[src/rtl/syn_pulse_counter.sv]
// syn_pulse_counter
//   Counts single-cycle synchronized event pulses into a two-digit BCD value
//   (00-99) for the seven-segment driver. A run/stop control FSM gates
//   counting. After each accepted pulse, a programmable lockout ignores
//   re-triggers for LOCKOUT cycles.
//
// Parameters
//   LOCKOUT : cycles spent ignoring pulses after an accepted one (0 = none)
//   LW      : width of the lockout down-counter, LOCKOUT < 2**LW
//
// Ports
//   clk     in   system clock, rising edge
//   rst     in   asynchronous active-high reset
//   sig_syn in   synchronized event pulse, one cycle per event
//   start   in   level, enables counting (IDLE -> RUN)
//   stop    in   level, disables counting and holds the count
//   clr     in   level, zeroes count and overflow flag
//   ones    out  BCD units digit (registered)
//   tens    out  BCD tens digit (registered)
//   ovf     out  sticky wrap flag 99 -> 00 (registered)
//   running out  high in RUN or LOCK (registered)
module syn_pulse_counter #(
  parameter int unsigned LOCKOUT = 4,
  parameter int unsigned LW      = 4
) (
  input  logic       clk,
  input  logic       rst,
  input  logic       sig_syn,
  input  logic       start,
  input  logic       stop,
  input  logic       clr,
  output logic [3:0] ones,
  output logic [3:0] tens,
  output logic       ovf,
  output logic       running
);

  typedef enum logic [1:0] {
    IDLE = 2'd0,
    RUN  = 2'd1,
    LOCK = 2'd2
  } state_t;

  state_t          state;
  logic [LW-1:0]   lock_cnt;
  logic            accept;
  logic [3:0]      ones_nx;
  logic [3:0]      tens_nx;
  logic            wrap;

  // BCD increment of the current count; wrap flags the 99 -> 00 rollover.
  always_comb begin
    accept  = (state == RUN) && sig_syn;
    ones_nx = ones + 4'd1;
    tens_nx = tens;
    wrap    = 1'b0;
    if (ones == 4'd9) begin
      ones_nx = '0;
      if (tens == 4'd9) begin
        tens_nx = '0;
        wrap    = 1'b1;
      end else begin
        tens_nx = tens + 4'd1;
      end
    end
  end

  always_ff @(posedge clk or posedge rst) begin
    if (rst) begin
      state    <= IDLE;
      lock_cnt <= '0;
      ones     <= '0;
      tens     <= '0;
      ovf      <= 1'b0;
      running  <= 1'b0;
    end else begin
      case (state)
        IDLE: begin
          if (start && !stop) begin
            state   <= RUN;
            running <= 1'b1;
          end
        end
        RUN: begin
          if (stop) begin
            state   <= IDLE;
            running <= 1'b0;
          end else if (sig_syn && (LOCKOUT != 0)) begin
            state    <= LOCK;
            lock_cnt <= LW'(LOCKOUT);
          end
        end
        LOCK: begin
          // Leaving when the counter steps from 1 to 0 keeps the FSM in
          // LOCK for exactly LOCKOUT cycles.
          if (stop) begin
            state    <= IDLE;
            running  <= 1'b0;
            lock_cnt <= '0;
          end else if (lock_cnt <= LW'(1)) begin
            state    <= RUN;
            lock_cnt <= '0;
          end else begin
            lock_cnt <= lock_cnt - LW'(1);
          end
        end
        default: begin
          state    <= IDLE;
          running  <= 1'b0;
          lock_cnt <= '0;
        end
      endcase

      // Clear wins over a same-cycle increment; the pulse is dropped.
      if (clr) begin
        ones <= '0;
        tens <= '0;
        ovf  <= 1'b0;
      end else if (accept) begin
        ones <= ones_nx;
        tens <= tens_nx;
        if (wrap) ovf <= 1'b1;
      end
    end
  end

endmodule
[config.mk]
export PLATFORM = sky130hd
export DESIGN_NAME = syn_pulse_counter
export DESIGN_NICKNAME = d
export VERILOG_FILES = /design/src/rtl/syn_pulse_counter.sv
export SDC_FILE = /design/constraint.sdc
export NUM_CORES = 1
export LEC_CHECK = 0
export BUFFER_PORTS_ARGS = -buffer_cell sky130_fd_sc_hd__buf_2
export CORE_MARGIN = 1
export CORE_UTILIZATION = 58
export CTS_CLUSTER_SIZE = 30
export DETAILED_ROUTE_END_ITERATION = 6
export PLACE_DENSITY = 0.9
export SYNTH_ARGS = -nofsm -noshare
export SYNTH_HDL_FRONTEND = slang
export SYNTH_SLANG_ARGS = --single-unit
[constraint.sdc]
create_clock -name clk -period 3.7 [get_ports clk]
set_input_delay 0.185 -clock clk [delete_from_list [all_inputs] [get_ports clk]]
set_output_delay 0.185 -clock clk [all_outputs]
set_load 0.1 [all_outputs]
==> results of run 1 <==
## per-layer routing
layer	share of wire, %	wire (um)
met5	0	0
met4	0.68	12
met3	1.5	27
met2	50	870
met1	48	841
## layout by cell type, fill, tap and decap left out
master | Yosys | final
nand2b_4 | 1 | 1
nor2_1 | 14 | 14
o22ai_1 | 1 | 1
and4_2 | 1 | 1
inv_1 | 7 | 7
nor2b_1 | 2 | 2
a21oi_1 | 9 | 9
ha_1 | 10 | 10
clkbuf_8 | 0 | 1
dlygate4sd3_1 | 0 | 1
a22oi_1 | 1 | 1
nand3b_1 | 1 | 1
buf_2 | 0 | 15
mux2i_1 | 1 | 1
xor2_1 | 2 | 2
o31a_1 | 1 | 1
mux2_4 | 1 | 1
nand2b_1 | 3 | 3
nor3_1 | 2 | 2
o31ai_1 | 2 | 2
a21o_1 | 2 | 2
dfrtp_1 | 16 | 16
o21ai_0 | 8 | 8
o21bai_1 | 1 | 1
nand2_1 | 8 | 8
a211o_2 | 1 | 1
clkbuf_4 | 0 | 3
nor4_1 | 1 | 1
and3b_1 | 2 | 2
and2_1 | 1 | 1
nand3_1 | 4 | 4
or3_1 | 1 | 1
a21bo_2 | 1 | 1
## through the flow
stage | cell area (um2) | total power [uW] | instances | hold WS [ps] | util (%)
final | 1110 | 614 | 141 | 163 | 72.2
after floorplan | 975 | 448 | 106 | 98.7 | -
after detailed placement | 1070 | 500 | 136 | 280 | 69.2
after CTS | 1110 | 617 | 141 | 157 | 72.2
after global placement | 1070 | 491 | 136 | 284 | 69.2
after global routing | 1110 | 653 | 141 | 167 | 72.2
## worst max-delay path by stage
stage          slack [ps]        to  cells past startpoint     start
2_1_floorplan        1660   tens[2]                      5   ones[0]
3_3_place_gp         1960  state[1]                      6  state[0]
3_5_place_dp         1940  state[1]                      6  state[0]
4_1_cts              1930  state[1]                      6  state[0]
5_1_grt              1780   tens[2]                      6  state[1]
6_report             1920  state[1]                      6  state[0]
## registers in the layout, indices dropped and copies added, names as in the netlist
signal,cells
lock_cnt,4
ones,4
ovf,1
running,1
state,2
tens,4
## power breakdown
| part | switching, uW | internal, uW | total (uW) | leakage (uW) |
|---|---|---|---|---|
| clock network | 54.8 | 59.8 | 115 | 0.0000210 |
| registers | 23.6 | 200 | 223 | 0.000219 |
| logic | 191 | 86.1 | 277 | 0.000319 |
| total | 269 | 345 | 614 | 0.000559 |
## repair_timing
action / CTS / global route
buffers inserted: 0 / 0
hold endpoints to repair: 16 / 0
hold buffers: 1 / 0
resized for setup: 0 / 0
## critical path: cells and delay by family, from the launching register on
kind,cells,cell delay (ps)
compound gates,2,410
fa+ha+maj,1,150
buf+inv,1,110
flops,1,420
mux,1,290
simple gates,1,290
## cell type report
type / instances / area, um2 / area share [%]
multi-input cells: 82 / 544 / 48.9
well taps: 16 / 20.0 / 1.80
flip-flops and latches: 16 / 400 / 36.0
inverters: 7 / 26.3 / 2.36
clock buffers: 4 / 36.3 / 3.26
repair buffers: 16 / 85.1 / 7.65
## kinds of logic after synthesis
family | share of synthesized area [%]
AO/OA/AOI/OAI | 16.9
buffers and inverters | 3.08
AND/OR/NAND/NOR | 21.7
multiplexers | 2.57
adder cells (fa/ha/maj) | 12.8
XOR/XNOR | 1.80
flip-flops | 41.1
==> results.yml, run 1 <==
global_route:
  top_usage_layer: "met2"
  grtUsageMet1_pct: 27.8
  gr-usage-all-layers_pct: 21.8
  grt_max_degree: 17
  grt_use_met2_pct: 37.0
  antenna_found_initial: 0
  overflow: 0
  grt_pass1_vias: 724
  use_met3_pct: 2.55
  grt_pass1_wl_mm: 3.04
layout:
  antennaDiodeCount: 0
  drive_above_1_share_pct: 19.2
  fillerInstances: 125
  fin_nets: 142
  syn2layout_area_growth_pct: 14.1
sta:
  fin_crit_ps: 1780
  rsz0062_at_grt: "false"
  max_freq_ghz: 0.563
  setup_slack_ps: 1920
  min_period_over_period_pct: 48.0
  fin_tns_setup_ps: 0
  hold_violations: 0
  skew_ps: 7.32
  setup-violations-final: 0
  worst_slew_pin_slew_ps: 606
  drv_slew: 0
  relSlewSlack_pct: 59.5
synth:
  synth_seq_cells: 16
  synth_common_cells: "dfrtp_1 (16), nor2_1 (14), ha_1 (10)"
  synthDistinctLibCells: 30
  yosysTopAreaCellShare_pct: 41.1
  synth_top_cell_by_area: "dfrtp_1"
  syn_nets: 122
  synth_area_leaders: "dfrtp_1 (41%), ha_1 (13%), nor2_1 (5.4%), a21oi_1 (4.6%), o21ai_0 (4.1%)"
  synth.most_common_cell: "dfrtp_1"
  yosysSeqAreaShare_pct: 41.1
  postSynthCellCount: 106
  synth_async_sr_flop_share_pct: 100
  yosys_warnings: 0
  synth_area_um2: 975
  synth_ff_type: "dfrtp_1"
  synth-edff-count: 0
  syn_avg_cell_area_um2: 9.20
worst_setup_path:
  required_ps: 3880
  worst_path_largest_cell_delay_ps: 420
  path_max_fanout: 5
  timing.rr.start: "state[0]"
  criticalPathCategory: "reg -> reg"
  worst_path_max_delay_cell: "dfrtp_1"
  r2r_end: "state[1]"
  path_cells: "inv_1, ha_1, nor2b_1, o31a_1, a211o_2, mux2_4"
  rrSetupSlack_ps: 1920
  cp-start-kind: "flop"
  reg2reg_depth: 6
  crit_arrival_ps: 1950
  endpoint_kind: "flop"
clock_network:
  clk_path_buf_depth: 2
  cts_tree: "done"
  clkSinkCount: 16
  clkTransAtPathRegs_ps: 100
  ctsHtreeMaxLevel: 1
  clockRootBuffer: "clkbuf_4"
  cts_buffers: 3
  clock_latency_ps: 280
min_path:
  hold_end: "tens[3]"
  hold_path_class: "in -> reg"
  hold_depth: 2
  min-delay-start: "clr"
drt:
  ant_nets: 0
  post_drt_wl_per_cell_um: 12.4
  vias: 789
  drt-total-wl_mm: 1.75
  initialDrtViolationCount: 13
  drcViolationCount: 0
  dr.pass1.iters: 4
  avgViaCountPerCell: 5.60
outcome:
  status: "finished clean"
power:
  power_per_cell_area_nw_per_um2: 552
  leakage_uw: 0.000559
  peakVddDrop_uv: 453
floorplanning:
  io_pins: 16
  dieHeight_um: 43.0
  core_um2: 1540
  fp.dieW_um: 43.0
  num_rows: 14
  die_area_um2: 1850
  start_util_pct: 63.2
placed_design:
  dp_hpwl_mm: 1.32
  dpl_worst_slack_ps: 1940
  portBuffers: 15
  gp_congestion: 0.823
flow_run:
  drv_cap: 0
No activity file was read; power rests on OpenSTA's default activity.
==> inputs of run 2 (changes only) <==
ABC_AREA = 1   (was default)
CORE_UTILIZATION = 49   (was 58)
PLACE_DENSITY = 0.81   (was 0.9)
clock period = 1.5 ns   (was 3.7 ns; I/O delays follow)
==> results.yml, run 2 <==
sta:
  rsz0062_at_grt: "false"
  drv_slew: 0
  setup-violations-final: 0
  hold_violations: 0
  fin_tns_setup_ps: 0
  max_freq_ghz: 0.757
  relSlewSlack_pct: 58.6
  fin_crit_ps: 1320
  skew_ps: 12.2
  worst_slew_pin_slew_ps: 620
  min_period_over_period_pct: 88.1
  setup_slack_ps: 178
clock_network:
  clkSinkCount: 16
  clkTransAtPathRegs_ps: 90
  cts_tree: "done"
  cts_setup_buffers: 0
  ctsHtreeMaxLevel: 1
  clk_path_buf_depth: 2
  clockRootBuffer: "clkbuf_4"
  cts_buffers: 3
  clock_latency_ps: 300
global_route:
  antenna_found_initial: 0
  grt_max_degree: 17
  overflow: 0
  grt_pass1_vias: 787
  gr-usage-all-layers_pct: 21.1
  grt_pass1_wl_mm: 3.25
placed_design:
  portBuffers: 15
  dp_hpwl_mm: 1.53
  dpl_worst_slack_ps: 137
  gp_congestion: 0.775
power:
  peakVddDrop_uv: 743
  clkPwrFrac_pct: 16.7
  p_int_uw: 788
  combPwrFrac_pct: 46.4
  leakage_uw: 0.000611
  p_switching_uw: 707
  power.share.sequential_pct: 36.8
  power_per_cell_area_nw_per_um2: 1270
  swShare_pct: 47.3
synth:
  yosys_warnings: 0
  synth_area_leaders: "dfrtp_1 (40%), ha_1 (12%), nand2_1 (12%), inv_1 (6.7%), nand3_1 (6.5%)"
  synth.most_common_cell: "nand2_1"
  synth_seq_cells: 16
  postSynthCellCount: 128
  synth_top_cell_by_area: "dfrtp_1"
  synth_common_cells: "nand2_1 (33), inv_1 (18), dfrtp_1 (16)"
  synth_async_sr_flop_share_pct: 100
  synthDistinctLibCells: 20
  synth_area_um2: 1000
  synth_ff_type: "dfrtp_1"
  syn_nets: 144
  syn_avg_cell_area_um2: 7.84
  yosysTopAreaCellShare_pct: 39.9
  synth-edff-count: 0
  yosysSeqAreaShare_pct: 39.9
worst_setup_path:
  endpoint_kind: "flop"
  r2r_end: "tens[1]"
  timing.rr.start: "state[1]"
  required_ps: 1710
  criticalPathCategory: "reg -> reg"
  cp-start-kind: "flop"
  crit_family: "flip-flops"
  crit_arrival_ps: 1540
  reg2reg_depth: 6
  path_cells: "inv_1, ha_2, nand2_2, nor2_2, nand3_2, o21ai_1"
  path_max_fanout: 5
  critPathBufInv: 1
  worst_path_max_delay_cell: "dfrtp_1"
  rrSetupSlack_ps: 180
  critPathLaunch: "state[1]"
  worst_path_largest_cell_delay_ps: 420
drt:
  dr.pass1.iters: 4
  drcViolationCount: 0
  initialDrtViolationCount: 20
  avgViaCountPerCell: 4.97
  drt-total-wl_mm: 2.00
  routed-wl-met3_um: 70
  wirelength_met1_um: 939
  ant_nets: 0
  dr.max_layer_used: "met4"
  wl_met2_um: 974
  post_drt_wl_per_cell_um: 11.4
  vias: 874
layout:
  reg_top3: "lock_cnt x4, ones x4, tens x4"
  fin_nets: 166
  final_common_cell: "nand2_1"
  syn2layout_area_growth_pct: 16.8
  layout_common_cells: "nand2_1 (33), inv_1 (18), buf_2 (15)"
  antennaDiodeCount: 0
  drive_above_1_share_pct: 24.2
floorplanning:
  io_pins: 16
  fp.dieW_um: 47.3
  num_rows: 16
  core_um2: 1940
  dieHeight_um: 47.3
  start_util_pct: 51.7
  die_area_um2: 2230
min_path:
  min-delay-start: "stop"
  hold_depth: 4
  hold_end: "state[1]"
  hold_path_class: "in -> reg"
outcome:
  status: "finished clean"
flow_run:
  drv_cap: 0
-- run 2: cells by family (layout without fill, tap and decap cells) --
kind of cell | Yosys count | in the layout | share of synthesized area (%)
adder cells (fa/ha/maj) | 10 | 10 | 12.5
buffers and inverters | 21 | 42 | 7.85
flip-flops | 16 | 16 | 39.9
XOR/XNOR | 5 | 5 | 4.36
AO/OA/AOI/OAI | 13 | 13 | 6.86
AND/OR/NAND/NOR | 63 | 63 | 28.6
-- run 2: metal layers --
metal  GRT usage [%]  vias up
met5               0        -
met4            7.43        0
met3            5.77        2
met2            32.9       15
met1            28.1      409
li1                -      448
-- run 2: layout make-up --
type,instances,area [um2]
inverter,21,78.8
timing repair buffer,17,95.1
fill,193,769
tap,27,33.8
clock buffer,4,26.3
sequential,16,412
multi-input combinational,91,527
-- run 2: metrics by stage --
step	power (uW)	instances	hold slack [ps]	area (um2)	util (%)
floorplan	1110	128	-11.6	1010	-
global placement	1220	170	176	1120	57.9
detailed placement	1250	170	185	1120	57.9
CTS	1490	176	116	1170	60.2
global route	1620	176	127	1170	60.4
finish	1490	176	115	1170	60.4
-- run 2: worst max path at each step --
stage               slack [ps]  depth (start not counted)     endpoint
global route                30                          6  lock_cnt[1]
global placement           210                          7          ovf
floorplan                    2                          6      tens[0]
detailed placement         140                          7          ovf
CTS                        130                          6      tens[1]
finish                     180                          6      tens[1]
-- run 2: worst reg2reg max path, delay by kind of cell, from the launching register on --
| family | cells | cell delay (ps) |
|---|---|---|
| DFF | 1 | 420 |
| and+or+nand+nor | 3 | 350 |
| adders and majority gates | 1 | 230 |
| AOI/OAI and AO/OA | 1 | 140 |
| buffers and inverters | 1 | 110 |
-- run 2: what timing repair did --
| action | CTS | global route |
|---|---|---|
| endpoints found under the hold margin | 17 | 0 |
| setup endpoints to repair | 0 | 1 |
| hold buffers | 2 | 0 |
| gates resized for setup | 0 | 1 |
-- run 2: power by group through the flow --
stage	logic, uW	clock network (uW)	registers, uW
3_3_place_gp	666	0	552
6_report	694	250	551
2_1_floorplan	378	0	735
4_1_cts	694	249	551
3_5_place_dp	685	0	560
5_1_grt	795	266	563
